File: src/rtl/draw_scheduler.sv
// draw_scheduler: round-robin arbiter that shares one sprite-plot engine
// among N_REQ requesters. Each grant drives the engine's level-sensitive
// start/coordinate inputs, counts plot strobes to detect job completion,
// and pulses done[winner] once the job finishes or times out.
// Optional feature macro: DRAW_SCHED_ERASE_EN. When defined, each grant
// first erases the requester's previously drawn position (colour 0) and
// then draws at the new coordinates.
module draw_scheduler #(
    parameter int N_REQ        = 4,
    parameter int START_CYCLES = 2,
    parameter int PIXELS       = 16,
    parameter int TIMEOUT      = 255
) (
    input  logic                 clock,
    input  logic                 reset,
    input  logic [N_REQ-1:0]     req,
    input  logic [16*N_REQ-1:0]  req_xy,
    input  logic [3*N_REQ-1:0]   req_colour,
    output logic [N_REQ-1:0]     done,
    output logic                 draw_start,
    output logic [15:0]          draw_xy,
    output logic [2:0]           draw_colour,
    input  logic                 draw_plot,
    output logic                 busy,
    output logic                 timeout_err
);

    localparam int IW = $clog2(N_REQ);
    localparam int PW = $clog2(PIXELS + 1);
    localparam int CW = $clog2(TIMEOUT + 1);
    localparam int SW = $clog2(START_CYCLES + 1);

    typedef enum logic [2:0] {IDLE, START, RELEASE, COUNT, DONE} state_t;

    state_t          state;
    logic [IW-1:0]   last;
    logic [IW-1:0]   winner;
    logic [PW-1:0]   pix;
    logic [CW-1:0]   cyc;
    logic [SW-1:0]   scnt;

    logic [15:0]     xy_arr  [N_REQ];
    logic [2:0]      col_arr [N_REQ];

    logic            found;
    logic [IW-1:0]   pick;
    logic [PW-1:0]   pix_nxt;
    logic [CW-1:0]   cyc_nxt;
    logic            finish_ok;
    logic            tmo;
    logic            job_last;
    logic [N_REQ-1:0] win_oh;

`ifdef DRAW_SCHED_ERASE_EN
    logic [N_REQ-1:0][15:0] last_xy;
    logic [N_REQ-1:0]       last_vld;
    logic [15:0]            pend_xy;
    logic [2:0]             pend_colour;
    logic                   erasing;

    assign job_last = !erasing;
`else
    assign job_last = 1'b1;
`endif

    for (genvar g = 0; g < N_REQ; g++) begin : g_unpack
        assign xy_arr[g]  = req_xy[16*g +: 16];
        assign col_arr[g] = req_colour[3*g +: 3];
    end

    // Round-robin pick: first asserted request searching upward from last+1.
    always_comb begin
        int idx;
        logic [IW-1:0] idx_w;
        idx   = 0;
        idx_w = '0;
        found = 1'b0;
        pick  = '0;
        for (int k = 1; k <= N_REQ; k++) begin
            idx   = (int'(last) + k) % N_REQ;
            idx_w = IW'(idx);
            if (!found && req[idx_w]) begin
                found = 1'b1;
                pick  = idx_w;
            end
        end
    end

    // Saturating counter next-values, completion/timeout decode, done mask.
    always_comb begin
        pix_nxt   = (draw_plot && pix != '1) ? pix + PW'(1) : pix;
        cyc_nxt   = (cyc != '1) ? cyc + CW'(1) : cyc;
        finish_ok = (state == COUNT) && (pix_nxt >= PW'(PIXELS));
        tmo       = cyc >= CW'(TIMEOUT - 1);
        win_oh    = '0;
        win_oh[winner] = 1'b1;
    end

    // Scheduler FSM with all outputs registered.
    always_ff @(posedge clock or posedge reset) begin
        if (reset) begin
            state       <= IDLE;
            last        <= IW'(N_REQ - 1);
            winner      <= '0;
            pix         <= '0;
            cyc         <= '0;
            scnt        <= '0;
            done        <= '0;
            draw_start  <= 1'b0;
            draw_xy     <= '0;
            draw_colour <= '0;
            busy        <= 1'b0;
            timeout_err <= 1'b0;
`ifdef DRAW_SCHED_ERASE_EN
            last_xy     <= '0;
            last_vld    <= '0;
            pend_xy     <= '0;
            pend_colour <= '0;
            erasing     <= 1'b0;
`endif
        end else begin
            done <= '0;
            case (state)
                IDLE: begin
                    if (found) begin
                        winner     <= pick;
                        last       <= pick;
                        state      <= START;
                        draw_start <= 1'b1;
                        busy       <= 1'b1;
                        scnt       <= '0;
                        pix        <= '0;
                        cyc        <= '0;
`ifdef DRAW_SCHED_ERASE_EN
                        pend_xy     <= xy_arr[pick];
                        pend_colour <= col_arr[pick];
                        if (last_vld[pick]) begin
                            draw_xy     <= last_xy[pick];
                            draw_colour <= 3'b000;
                            erasing     <= 1'b1;
                        end else begin
                            draw_xy     <= xy_arr[pick];
                            draw_colour <= col_arr[pick];
                            erasing     <= 1'b0;
                        end
`else
                        draw_xy     <= xy_arr[pick];
                        draw_colour <= col_arr[pick];
`endif
                    end
                end
                START, RELEASE, COUNT: begin
                    pix <= pix_nxt;
                    cyc <= cyc_nxt;
                    if (finish_ok || tmo) begin
                        // Normal completion wins over a coincident timeout.
                        if (!finish_ok)
                            timeout_err <= 1'b1;
                        state      <= DONE;
                        draw_start <= 1'b0;
                        if (job_last)
                            done <= win_oh;
                    end else if (state == START) begin
                        scnt <= scnt + SW'(1);
                        if (scnt == SW'(START_CYCLES - 1)) begin
                            state      <= RELEASE;
                            draw_start <= 1'b0;
                        end
                    end else if (state == RELEASE) begin
                        state <= COUNT;
                    end
                end
                DONE: begin
`ifdef DRAW_SCHED_ERASE_EN
                    if (erasing) begin
                        // Erase finished: launch the draw job after this gap cycle.
                        erasing     <= 1'b0;
                        draw_xy     <= pend_xy;
                        draw_colour <= pend_colour;
                        state       <= START;
                        draw_start  <= 1'b1;
                        scnt        <= '0;
                        pix         <= '0;
                        cyc         <= '0;
                    end else begin
                        last_xy[winner]  <= draw_xy;
                        last_vld[winner] <= 1'b1;
                        state            <= IDLE;
                        busy             <= 1'b0;
                    end
`else
                    state <= IDLE;
                    busy  <= 1'b0;
`endif
                end
                default: begin
                    state      <= IDLE;
                    busy       <= 1'b0;
                    draw_start <= 1'b0;
                end
            endcase
        end
    end

endmodule

File: config.mk
export PLATFORM = sky130hd
export DESIGN_NAME = draw_scheduler
export DESIGN_NICKNAME = d
export VERILOG_FILES = /design/src/rtl/draw_scheduler.sv
export SDC_FILE = /design/constraint.sdc
export NUM_CORES = 1
export LEC_CHECK = 0
export CORE_MARGIN = 2
export CORE_UTILIZATION = 41
export CTS_BUF_LIST = sky130_fd_sc_hd__clkbuf_8 sky130_fd_sc_hd__clkbuf_16
export CTS_CLUSTER_DIAMETER = 120
export CTS_CLUSTER_SIZE = 20
export DETAILED_ROUTE_END_ITERATION = 7
export PLACE_DENSITY = 0.77
export SLEW_MARGIN = 20
export SYNTH_ARGS = -nofsm -noshare
export SYNTH_HDL_FRONTEND = slang
export SYNTH_SLANG_ARGS = --single-unit
File: constraint.sdc
create_clock -name clock -period 1.7 [get_ports clock]
set_input_delay 0.17 -clock clock [delete_from_list [all_inputs] [get_ports clock]]
set_output_delay 0.17 -clock clock [all_outputs]
set_load 0.01 [all_outputs]
[Word level (Yosys, flattened, before mapping)]
Index checks and enable logic that the tools add are counted.
Storage, ports and cells
  input port bits: 83
  ROM bits: 0
  logic and storage cells: 116
  register bits after elaboration: 48
  bits in writable memories: 0
  memories: 0
  bits in latches: 0
  output and inout bits: 26
Operators by class
  shift operators: 0
  div/mod/pow operators: 0
  add/sub/neg operators: 7
  eq/ne operators: 15
  multipliers: 0
  magnitude comparators: 9
  reductions and logical operators: 21
  bitwise logic cells: 4
  multiplexer cells: 48
Operators with widths (count)
  $bmux W16 S2: 1
  $mux W16: 2
  $mux W3: 7
  $mux W8: 2
  $pmux W8 S2: 1
  $lt A2 B3 Y1 const B: 5
  $mux W2: 7
  $mux W1: 13
  $mux W5: 2
  $pmux W5 S2: 1
  $reduce_and A3 Y1: 3
  $add A8 B1 Y8 const B: 1
  $bmux W1 S2: 4
  $ge A8 B8 Y1 const B: 1
  $mux W4: 2
  $ne A2 B2 Y1 const B: 4
  $ne A4 B4 Y1 const B: 2
  $ne A8 B8 Y1 const B: 1
  $reduce_and A4 Y1: 2
  $add A2 B1 Y2 const B: 3
  $bmux W3 S2: 1
  $eq A3 B2 Y1 const B: 2
  $logic_and A1 B1 Y1: 6
  $ne A3 B3 Y1 const B: 2
  other kinds (22): 29

[Depth between registers and ports, before layout]
Gate-level depths: netlist of the first run.
  word-level depth: 17
  mapped depth: 9
  mapped depth without buffers: 9

[Worst setup path before layout of the first run]
Ideal clock, no wire load.
  kind: flip-flop to flip-flop
  start point: register pix[0]
  end point: register done[3]
  arrival time: 1.777 ns
  path buffers: 0
  data required time: 1.580 ns
  cell stages (with the launch flop): 10
  clock period less this slack: 1.897 ns
  setup time: 0.120 ns
  setup slack: -0.197 ns
  path through: dfrtp_1 -> ha_1 -> and3_1 -> ha_1 -> nand2b_1 -> nand2_1 -> a21oi_1 -> o21ai_0 -> inv_1 -> and3_1
Between the ends
  word-level cells in the longest chain between the ends: 8
  elaborated cells on any way between the ends: 9
  classes of those cells: add/sub (1); order compare (1); eq/ne (1); mux (3); reduce/logical (3)
Ends and longest elaborated chain
  start: declaration: line 38  | logic [PW-1:0] pix;
  start signal: assignment: line 153  | pix <= pix_nxt;
  branches (longest 2 deep; another with $add A5 B1 Y5)
  $mux W5 *: line 91  | pix_nxt = (draw_plot && pix != '1) ? pix + PW'(1) : pix;
  $ge A5 B5 Y1 *: line 93  | finish_ok = (state == COUNT) && (pix_nxt >= PW'(PIXELS));
  $logic_and A1 B1 Y1 *: line 93
  $logic_or A1 B1 Y1 *: line 155  | if (finish_ok || tmo) begin
  $mux W4 *: line 155
  $mux W4 *: line 123  | case (state)
  end signal: assignment: line 162  | done <= win_oh;
  end: declaration: line 19  | output logic [N_REQ-1:0] done,
Every way passes the cells marked *.
A chain may end at the register's enable or synchronous reset.

[Worst setup path after layout of the first run]
  start point: register last[1]
  end point: register draw_xy[8]
Between the ends
  word-level cells in the longest chain between the ends: 17
  elaborated cells on any way between the ends: 31
  classes of those cells: add/sub (4); mux (19); bitwise (1); reduce/logical (7)
Ends and longest elaborated chain
  start: declaration: line 36  | logic [IW-1:0] last;
  start signal: assignment: line 103  | last <= IW'(N_REQ - 1);
  start signal: assignment: line 127  | last <= pick;
  $add A2 B1 Y2: line 80  | idx = (int'(last) + k) % N_REQ;
  $bmux W1 S2: line 82  | if (!found && req[idx_w]) begin
  $mux W1 (not written as such): line 82
  $mux W1: line 82
  $logic_not A1 Y1: line 82
  $logic_and A1 B1 Y1: line 82
  $mux W1: line 82
  $logic_not A1 Y1: line 82
  $logic_and A1 B1 Y1: line 82
  $mux W1: line 82
  $logic_not A1 Y1: line 82
  $logic_and A1 B1 Y1: line 82
  $mux W2: line 82
  $not A2 Y3 (not written as such): line 147  | draw_xy <= xy_arr[pick];
  $bmux W16 S2: line 147
  $mux W16 (not written as such) (2 in a row): line 147
  end signal: assignment: line 147
  end: declaration: line 21  | output logic [15:0] draw_xy,
Parallel ways exist; a longest one is shown, timed or not. The select of a mux whose other input is x is not followed.

==> flow_summary.html, run 1 <==
<table>
<tr><th>Metric</th><th>Value</th></tr>
<tr><th colspan="2">Outcome</th></tr>
<tr><td>Outcome</td><td>finished with violations</td></tr>
<tr><td>Violated checks</td><td>setup timing</td></tr>
<tr><th colspan="2">Logic synthesis</th></tr>
<tr><td>Fraction of registers with async set/reset</td><td>100%</td></tr>
<tr><td>Post-Syn Instances</td><td>296</td></tr>
<tr><td>Yosys reg bits</td><td>48</td></tr>
<tr><td>Cell Area, Synth</td><td>3020 µm²</td></tr>
<tr><td>Share of the yosys chip area belonging to registers</td><td>39.9%</td></tr>
<tr><td>Primary FF master, synth</td><td>dfrtp_1</td></tr>
<tr><td>Netlist cell types</td><td>47</td></tr>
<tr><td>Warning count from the yosys run</td><td>0</td></tr>
<tr><td>Number of nets produced by synthesis</td><td>384</td></tr>
<tr><td>Number of enable-type register cells in the synthesized netlist</td><td>0</td></tr>
<tr><td>Syn Area/Cell</td><td>10.2 µm²</td></tr>
<tr><th colspan="2">Detailed routing</th></tr>
<tr><td>Violation count after the first detailed-route iteration</td><td>142</td></tr>
<tr><td>Routed Antenna Nets</td><td>0</td></tr>
<tr><td>Detailed-route wire length per cell</td><td>16.7 µm</td></tr>
<tr><td>Via-to-Cell Ratio</td><td>5.34</td></tr>
<tr><td>Number of vias in the routed layout</td><td>2844</td></tr>
<tr><td>DRC viols</td><td>0</td></tr>
<tr><td>Number of detailed-routing iterations run before antenna repair</td><td>4</td></tr>
<tr><td>Overall routed net length</td><td>8880 µm</td></tr>
<tr><th colspan="2">STA</th></tr>
<tr><td>Final Max Tran Viols</td><td>0</td></tr>
<tr><td>Worst relative slew slack</td><td>65.7%</td></tr>
<tr><td>Maximum clock frequency</td><td>0.522 GHz</td></tr>
<tr><td>Measured slew at the worst slew-check pin</td><td>0.511 ns</td></tr>
<tr><td>Post-route setup slack</td><td>-0.216 ns</td></tr>
<tr><td>Worst clock skew</td><td>0.00759 ns</td></tr>
<tr><td>Final hold viol count</td><td>0</td></tr>
<tr><td>Final worst path period share</td><td>113%</td></tr>
<tr><td>RSZ-0062 raised after global routing</td><td>true</td></tr>
<tr><td>Minimum hold slack</td><td>0.141 ns</td></tr>
<tr><td>Setup TNS</td><td>-3.76 ns</td></tr>
<tr><td>Tmin final</td><td>1.92 ns</td></tr>
<tr><td>Final setup viols</td><td>28</td></tr>
<tr><th colspan="2">Critical path</th></tr>
<tr><td>Worst endpoint data arrival time</td><td>2.14 ns</td></tr>
<tr><td>Chain of cells forming the critical path</td><td>nand2_1 -&gt; a21oi_2 -&gt; o221a_4 -&gt; clkbuf_16 -&gt; mux2_2 -&gt; o211ai_2</td></tr>
<tr><td>Reg-to-reg critical path startpoint</td><td>last[1]</td></tr>
<tr><td>Crit path depth</td><td>6</td></tr>
<tr><td>Critical path endpoint category</td><td>register</td></tr>
<tr><td>Cell depth of the worst flop-to-flop path</td><td>6</td></tr>
<tr><td>Buffers &amp; Inverters on Critical Path</td><td>1</td></tr>
<tr><td>Crit start category</td><td>register</td></tr>
<tr><td>Start point of the critical path</td><td>last[1]</td></tr>
<tr><td>Slowest stage delay, CP</td><td>0.61 ns</td></tr>
<tr><td>R2R setup slack</td><td>-0.22 ns</td></tr>
<tr><td>Cell with the largest stage delay on the worst path</td><td>dfstp_2</td></tr>
<tr><td>CP Class</td><td>reg -&gt; reg</td></tr>
<tr><td>Biggest fanout along the worst timing path</td><td>7</td></tr>
<tr><td>Delay-heaviest family, CP</td><td>flip-flops</td></tr>
<tr><td>Data required time at the worst endpoint</td><td>1.93 ns</td></tr>
<tr><th colspan="2">Placement</th></tr>
<tr><td>Routability cong.</td><td>0.826</td></tr>
<tr><td>Input/output buffers</td><td>108</td></tr>
<tr><td>Placed cell areas</td><td>4420 µm²</td></tr>
<tr><td>Final HPWL DP</td><td>6070 µm</td></tr>
<tr><th colspan="2">Pwr</th></tr>
<tr><td>Clock power share</td><td>11.5%</td></tr>
<tr><td>Reg power frac</td><td>31.7%</td></tr>
<tr><td>Sw Ratio</td><td>37.3%</td></tr>
<tr><td>Worst-case vdd ir drop</td><td>0.657 mV</td></tr>
<tr><td>Total design power</td><td>6.31 mW</td></tr>
<tr><td>Portion of total power attributed to combinational logic</td><td>56.8%</td></tr>
<tr><td>Net switching power</td><td>2.35 mW</td></tr>
<tr><td>Leakage power of the design</td><td>2.07 nW</td></tr>
<tr><td>Power density relative to cell area</td><td>1290 nW/µm²</td></tr>
<tr><td>Internal portion of total power</td><td>3.95 mW</td></tr>
<tr><th colspan="2">GRT</th></tr>
<tr><td>Maximum number of pins on one net before global-route repair</td><td>36</td></tr>
<tr><td>Wire length of the first global-routing pass</td><td>13500 µm</td></tr>
<tr><td>Antenna violations before repair</td><td>0</td></tr>
<tr><td>GRT Util Overall</td><td>20.3%</td></tr>
<tr><td>Leftover overflow at the end of global routing</td><td>0</td></tr>
<tr><td>Number of global-route vias before repair</td><td>2740</td></tr>
<tr><th colspan="2">Clock network</th></tr>
<tr><td>Hold buffer count at CTS</td><td>0</td></tr>
<tr><td>H-tree depth</td><td>2</td></tr>
<tr><td>Max Root-Sink Buffers</td><td>2</td></tr>
<tr><td>CTS tree</td><td>done</td></tr>
<tr><td>Clock transition time at the flip-flop clock pins of the worst setup and hold paths</td><td>0.09 ns</td></tr>
<tr><td>TritonCTS Buffers</td><td>5</td></tr>
<tr><td>Clock sink total</td><td>48</td></tr>
<tr><td>Clock Root Buffer</td><td>clkbuf_8</td></tr>
<tr><td>Clock latency on the worst-skew pair</td><td>0.30 ns</td></tr>
<tr><th colspan="2">Die</th></tr>
<tr><td>Number of primary I/O pins</td><td>109</td></tr>
<tr><td>Die Width</td><td>89.8 µm</td></tr>
<tr><td>Initial cell density of the core</td><td>42.0%</td></tr>
<tr><td>Area enclosed by the die boundary</td><td>8060 µm²</td></tr>
<tr><td>Y dimension of the die</td><td>89.8 µm</td></tr>
<tr><td>Area of the core</td><td>7180 µm²</td></tr>
<tr><td>Standard-cell rows</td><td>31</td></tr>
<tr><th colspan="2">Job</th></tr>
<tr><td>Maximum capacitance violations</td><td>0</td></tr>
<tr><th colspan="2">Layout</th></tr>
<tr><td>Top library cells by usage in the layout, fill and taps aside</td><td>clkdlybuf4s50_1 (107), dfrtp_1 (46), nand3_1 (38)</td></tr>
<tr><td>Area delta synth-&gt;final</td><td>62.0%</td></tr>
<tr><td>Most common cell after layout, fill and taps aside</td><td>clkdlybuf4s50_1</td></tr>
<tr><td>Final std cell area, no fill</td><td>4890 µm²</td></tr>
<tr><td>Final core utilization</td><td>68.1%</td></tr>
<tr><td>Ant. Diodes</td><td>0</td></tr>
<tr><td>Ratio of cells with drive above 1 in the final layout</td><td>31.1%</td></tr>
<tr><td>Post-layout net count</td><td>521</td></tr>
<tr><th colspan="2">Min path</th></tr>
<tr><td>Worst min path class</td><td>in -&gt; async</td></tr>
</table>
## power by group through the flow
| stage | Combinational [mW] | Clock (mW) | Sequential [mW] |
|---|---|---|---|
| floorplan | 1.73 | 0 | 2.06 |
| global placement | 2.97 | 0 | 1.98 |
| detailed placement | 3.05 | 0 | 2.00 |
| CTS | 3.15 | 0.753 | 1.99 |
| global route | 3.85 | 0.805 | 2.06 |
| finish | 3.58 | 0.727 | 2.00 |
## kinds of logic after synthesis
kind of cell	synth area share (%)
simple gates	21.4
flops	39.9
compound gates	13.6
mux	14.8
buf+inv	6.55
xor+xnor	1.74
fa+ha+maj	2.07
## sequential cells by signal (all words and copies together) (netlist names)
register,flops
draw_xy,16
cyc,8
pix,5
done,4
draw_colour,3
state,3
last,2
scnt,2
winner,2
busy,1
draw_start,1
timeout_err,1
## synth_stat cells, types with 3 or more instances
cell / n / area, µm²
dfrtp_1: 46 / 1150
nand3_1: 40 / 200
nand2_1: 37 / 139
mux2i_1: 22 / 220
mux2_2: 20 / 225
o211ai_2: 19 / 238
nor2_1: 11 / 41.3
a21oi_1: 10 / 50.1
o21ai_0: 7 / 35.0
buf_2: 6 / 30.0
buf_6: 6 / 67.6
inv_1: 6 / 22.5
ha_1: 5 / 62.6
nand4_1: 5 / 31.3
xor2_1: 5 / 43.8
and3_1: 3 / 18.8
nor2b_1: 3 / 18.8
nor3_1: 3 / 15.0
## final timing paths
check                                   end
max in group asynchronous           last[1]
worst max-delay path             draw_xy[8]
worst min-delay path                done[0]
worst max register to register   draw_xy[8]
worst min register to register  timeout_err
min in group clock              timeout_err
## timing repair
item	in CTS	in global routing
gates resized for setup	17	37
gates cloned	0	4
hold endpoints to repair	0	0
setup endpoints to repair	32	38
pin swaps	8	14
buffers inserted	3	7
## per-stage QoR
step                cells  setup slack, ns
floorplan             296          -0.0179
global placement      513           -0.275
detailed placement    513           -0.324
CTS                   524           -0.117
global route          533           -0.275
finish                533           -0.216
## final cells by class
type / count / area, µm²
clock buffer: 6 / 82.6
clock inverter: 2 / 15.0
fill: 536 / 2290
inverter: 6 / 22.5
multi-input combinational: 222 / 1850
sequential: 48 / 1200
tap: 99 / 124
timing repair buffer: 150 / 1590
## metal layers
layer | vias to the layer above | global-route usage [%] | share of wire [%]
met5 | - | 0 | 0
met4 | 0 | 5.00 | 1.7
met3 | 13 | 4.11 | 5.8
met2 | 98 | 34.1 | 50
met1 | 1388 | 27.0 | 42
li1 | 1345 | - | -
## worst reg2reg max path, stage by stage (launching register included)
cell and delay, ns:
dfstp_2 0.61, nand2_1 0.10, a21oi_2 0.17, o221a_4 0.34
clkbuf_16 0.20, mux2_2 0.36, o211ai_2 0.07
Note: power is estimated with default switching activity, not from simulation.
==> run 2: changes to the inputs <==
- PLACE_DENSITY: 0.77 -> default
- PLACE_DENSITY_LB_ADDON: default -> 0.08
==> run 2 against run 1 <==
Compared with the run above: the run still ends with setup timing left; sequential share of layout area grew 0.39 points; design area shrank 1.5%; combinational power fell by 3%.
==> flow_summary.html, run 2 (same netlist as run 1, synthesis figures left out) <==
<table>
<tr><th>Metric</th><th>Value</th></tr>
<tr><th colspan="2">Outcome</th></tr>
<tr><td>Outcome</td><td>finished with violations</td></tr>
<tr><td>Violated checks</td><td>setup timing</td></tr>
<tr><th colspan="2">Die</th></tr>
<tr><td>Area enclosed by the die boundary</td><td>8060 µm²</td></tr>
<tr><td>Area of the core</td><td>7180 µm²</td></tr>
<tr><td>Initial cell density of the core</td><td>42.0%</td></tr>
<tr><td>Standard-cell rows</td><td>31</td></tr>
<tr><td>Y dimension of the die</td><td>89.8 µm</td></tr>
<tr><td>Number of primary I/O pins</td><td>109</td></tr>
<tr><td>Die Width</td><td>89.8 µm</td></tr>
<tr><th colspan="2">STA</th></tr>
<tr><td>Post-route setup slack</td><td>-0.133 ns</td></tr>
<tr><td>Final setup viols</td><td>25</td></tr>
<tr><td>Final hold viol count</td><td>0</td></tr>
<tr><td>Worst relative slew slack</td><td>78.7%</td></tr>
<tr><td>Worst clock skew</td><td>0.00903 ns</td></tr>
<tr><td>Final worst path period share</td><td>108%</td></tr>
<tr><td>RSZ-0062 raised after global routing</td><td>true</td></tr>
<tr><td>Final Max Tran Viols</td><td>0</td></tr>
<tr><td>Measured slew at the worst slew-check pin</td><td>0.317 ns</td></tr>
<tr><td>Minimum hold slack</td><td>0.209 ns</td></tr>
<tr><td>Tmin final</td><td>1.83 ns</td></tr>
<tr><td>Maximum clock frequency</td><td>0.546 GHz</td></tr>
<tr><th colspan="2">Placement</th></tr>
<tr><td>Worst slack after detailed placement</td><td>-0.256 ns</td></tr>
<tr><td>Routability cong.</td><td>0.789</td></tr>
<tr><td>Input/output buffers</td><td>108</td></tr>
<tr><td>Final HPWL DP</td><td>5840 µm</td></tr>
<tr><th colspan="2">Clock network</th></tr>
<tr><td>Hold buffer count at CTS</td><td>0</td></tr>
<tr><td>Clock sink total</td><td>48</td></tr>
<tr><td>H-tree depth</td><td>2</td></tr>
<tr><td>CTS tree</td><td>done</td></tr>
<tr><td>Max Root-Sink Buffers</td><td>2</td></tr>
<tr><td>Clock latency on the worst-skew pair</td><td>0.30 ns</td></tr>
<tr><td>Clock Root Buffer</td><td>clkbuf_8</td></tr>
<tr><td>TritonCTS Buffers</td><td>5</td></tr>
<tr><td>Clock transition time at the flip-flop clock pins of the worst setup and hold paths</td><td>0.09 ns</td></tr>
<tr><th colspan="2">Layout</th></tr>
<tr><td>Ratio of cells with drive above 1 in the final layout</td><td>28.4%</td></tr>
<tr><td>Top library cells by usage in the layout, fill and taps aside</td><td>clkdlybuf4s50_1 (108), dfrtp_1 (45), nand3_1 (40)</td></tr>
<tr><td>Most common cell after layout, fill and taps aside</td><td>clkdlybuf4s50_1</td></tr>
<tr><td>Area delta synth-&gt;final</td><td>59.6%</td></tr>
<tr><td>Flip-flop count of the largest register, all copies and words added</td><td>16</td></tr>
<tr><td>Ant. Diodes</td><td>0</td></tr>
<tr><td>Register with the highest flop count</td><td>draw_xy</td></tr>
<tr><td>Biggest regs</td><td>draw_xy: 16 flops, cyc: 8 flops, pix: 5 flops</td></tr>
<tr><td>Layout filler cell count</td><td>572</td></tr>
<tr><td>Post-layout net count</td><td>516</td></tr>
<tr><th colspan="2">Detailed routing</th></tr>
<tr><td>Detailed-route wire length per cell</td><td>16.0 µm</td></tr>
<tr><td>DR WL met2</td><td>4150 µm</td></tr>
<tr><td>Number of detailed-routing iterations run before antenna repair</td><td>4</td></tr>
<tr><td>Number of vias in the routed layout</td><td>2736</td></tr>
<tr><td>Uppermost routed layer</td><td>met4</td></tr>
<tr><td>Met1 layer wirelength in the final routing</td><td>3840 µm</td></tr>
<tr><td>DRC viols</td><td>0</td></tr>
<tr><td>Amount of wire on met3 after detailed routing</td><td>378 µm</td></tr>
<tr><td>Via-to-Cell Ratio</td><td>5.18</td></tr>
<tr><td>Violation count after the first detailed-route iteration</td><td>97</td></tr>
<tr><td>Routed Antenna Nets</td><td>0</td></tr>
<tr><td>Overall routed net length</td><td>8470 µm</td></tr>
<tr><th colspan="2">Critical path</th></tr>
<tr><td>Data required time at the worst endpoint</td><td>1.92 ns</td></tr>
<tr><td>Buffers &amp; Inverters on Critical Path</td><td>1</td></tr>
<tr><td>Critical path endpoint category</td><td>register</td></tr>
<tr><td>Cell with the largest stage delay on the worst path</td><td>dfstp_2</td></tr>
<tr><td>Slowest stage delay, CP</td><td>0.60 ns</td></tr>
<tr><td>Worst endpoint data arrival time</td><td>2.06 ns</td></tr>
<tr><td>Chain of cells forming the critical path</td><td>mux2i_1 -&gt; o221a_4 -&gt; buf_12 -&gt; mux2_2 -&gt; o211ai_2</td></tr>
<tr><td>Crit start category</td><td>register</td></tr>
<tr><td>Delay-heaviest family, CP</td><td>flip-flops</td></tr>
<tr><td>CP Class</td><td>reg -&gt; reg</td></tr>
<tr><td>Biggest fanout along the worst timing path</td><td>10</td></tr>
<tr><th colspan="2">GRT</th></tr>
<tr><td>Antenna violations before repair</td><td>0</td></tr>
<tr><td>Leftover overflow at the end of global routing</td><td>0</td></tr>
<tr><td>Wire length of the first global-routing pass</td><td>13200 µm</td></tr>
<tr><td>GRT Util Overall</td><td>19.9%</td></tr>
<tr><td>Number of global-route vias before repair</td><td>2659</td></tr>
<tr><td>Maximum number of pins on one net before global-route repair</td><td>49</td></tr>
<tr><th colspan="2">Pwr</th></tr>
<tr><td>Net switching power</td><td>2.32 mW</td></tr>
<tr><td>Reg power frac</td><td>32.4%</td></tr>
<tr><td>Internal portion of total power</td><td>3.83 mW</td></tr>
<tr><td>Sw Ratio</td><td>37.7%</td></tr>
<tr><td>Portion of total power attributed to combinational logic</td><td>56.6%</td></tr>
<tr><td>Leakage power of the design</td><td>2.04 nW</td></tr>
<tr><td>Clock power share</td><td>11.0%</td></tr>
<tr><td>Power density relative to cell area</td><td>1280 nW/µm²</td></tr>
<tr><td>Worst-case vdd ir drop</td><td>0.759 mV</td></tr>
<tr><th colspan="2">Job</th></tr>
<tr><td>Maximum capacitance violations</td><td>0</td></tr>
<tr><th colspan="2">Min path</th></tr>
<tr><td>Worst min path class</td><td>in -&gt; async</td></tr>
</table>
[run 2: changes by cell type in the layout (fill, tap and decap cells not counted), moves of 2 or more]
cell,before,now
mux2i_1,11,13
nand3_1,38,40
mux2i_4,1,5
mux2i_2,10,4
buf_4,26,23
a21oi_2,3,1
nand3_2,2,0
buf_12,10,8
[run 2: timing repair]
action | CTS | global route
resized for setup | 10 | 38
setup buffers | 2 | 2
pin swaps | 12 | 5
gates cloned | 0 | 3
endpoints found under the setup margin | 30 | 36
[run 2: area by class of cell]
type / instances / area, µm² / share of cell area [%]
clock buffer: 5 / 68.8 / 1.43
clock inverter: 3 / 16.3 / 0.338
inverter: 6 / 22.5 / 0.468
multi-input combinational: 222 / 1870 / 38.8
sequential: 48 / 1200 / 25.0
tap: 99 / 124 / 2.57
timing repair buffer: 145 / 1510 / 31.3
[run 2: per-stage QoR]
stage	setup TNS (ns)	utilization [%]	area (µm²)	total power [mW]	cells
after floorplan	-0.0179	-	3050	3.79	296
after global placement	-5.82	61.5	4410	4.98	513
after detailed placement	-7.03	61.5	4410	5.05	513
after CTS	-2.08	63.7	4570	5.81	523
after global routing	-4.43	67.1	4820	6.57	528
final	-2.38	67.1	4820	6.15	528
[run 2: worst paths after layout]
| kind | slack, ns | cells after the start | to | startpoint |
|---|---|---|---|---|
| max | -0.13 | 5 | draw_xy[1] | last[1] |
| min in group clock | 0.49 | 1 | timeout_err | timeout_err |
| max in group asynchronous | 1.19 | 3 | last[0] | reset |
| min reg2reg | 0.49 | 1 | timeout_err | timeout_err |
| max reg2reg | -0.13 | 5 | draw_xy[1] | last[1] |
| min | 0.21 | 3 | pix[1] | reset |
[run 2: worst register-to-register path, stage by stage, from the launching register on]
cell	delay [ns]
dfstp_2	0.60
mux2i_1	0.24
o221a_4	0.34
buf_12	0.18
mux2_2	0.35
o211ai_2	0.06
[run 2: power by group through the flow]
| stage | combinational [mW] | clock, mW | sequential [mW] |
|---|---|---|---|
| floorplan | 1.73 | 0 | 2.06 |
| global placement | 2.99 | 0 | 1.99 |
| detailed placement | 3.06 | 0 | 1.99 |
| CTS | 3.12 | 0.705 | 1.98 |
| global route | 3.77 | 0.747 | 2.06 |
| finish | 3.48 | 0.678 | 1.99 |
[run 2: metal layers]
layer,global-route usage [%],vias to the layer above
met4,4.62,0
met1,26.4,1308
met2,33.9,77
met5,0,-
li1,-,1343
met3,3.60,8
==> run 3: changes to the inputs <==
- CTS_CLUSTER_SIZE: 20 -> 12
==> results of run 3 <==
The final DEF is identical to that of run 2; final timing and power are the same.
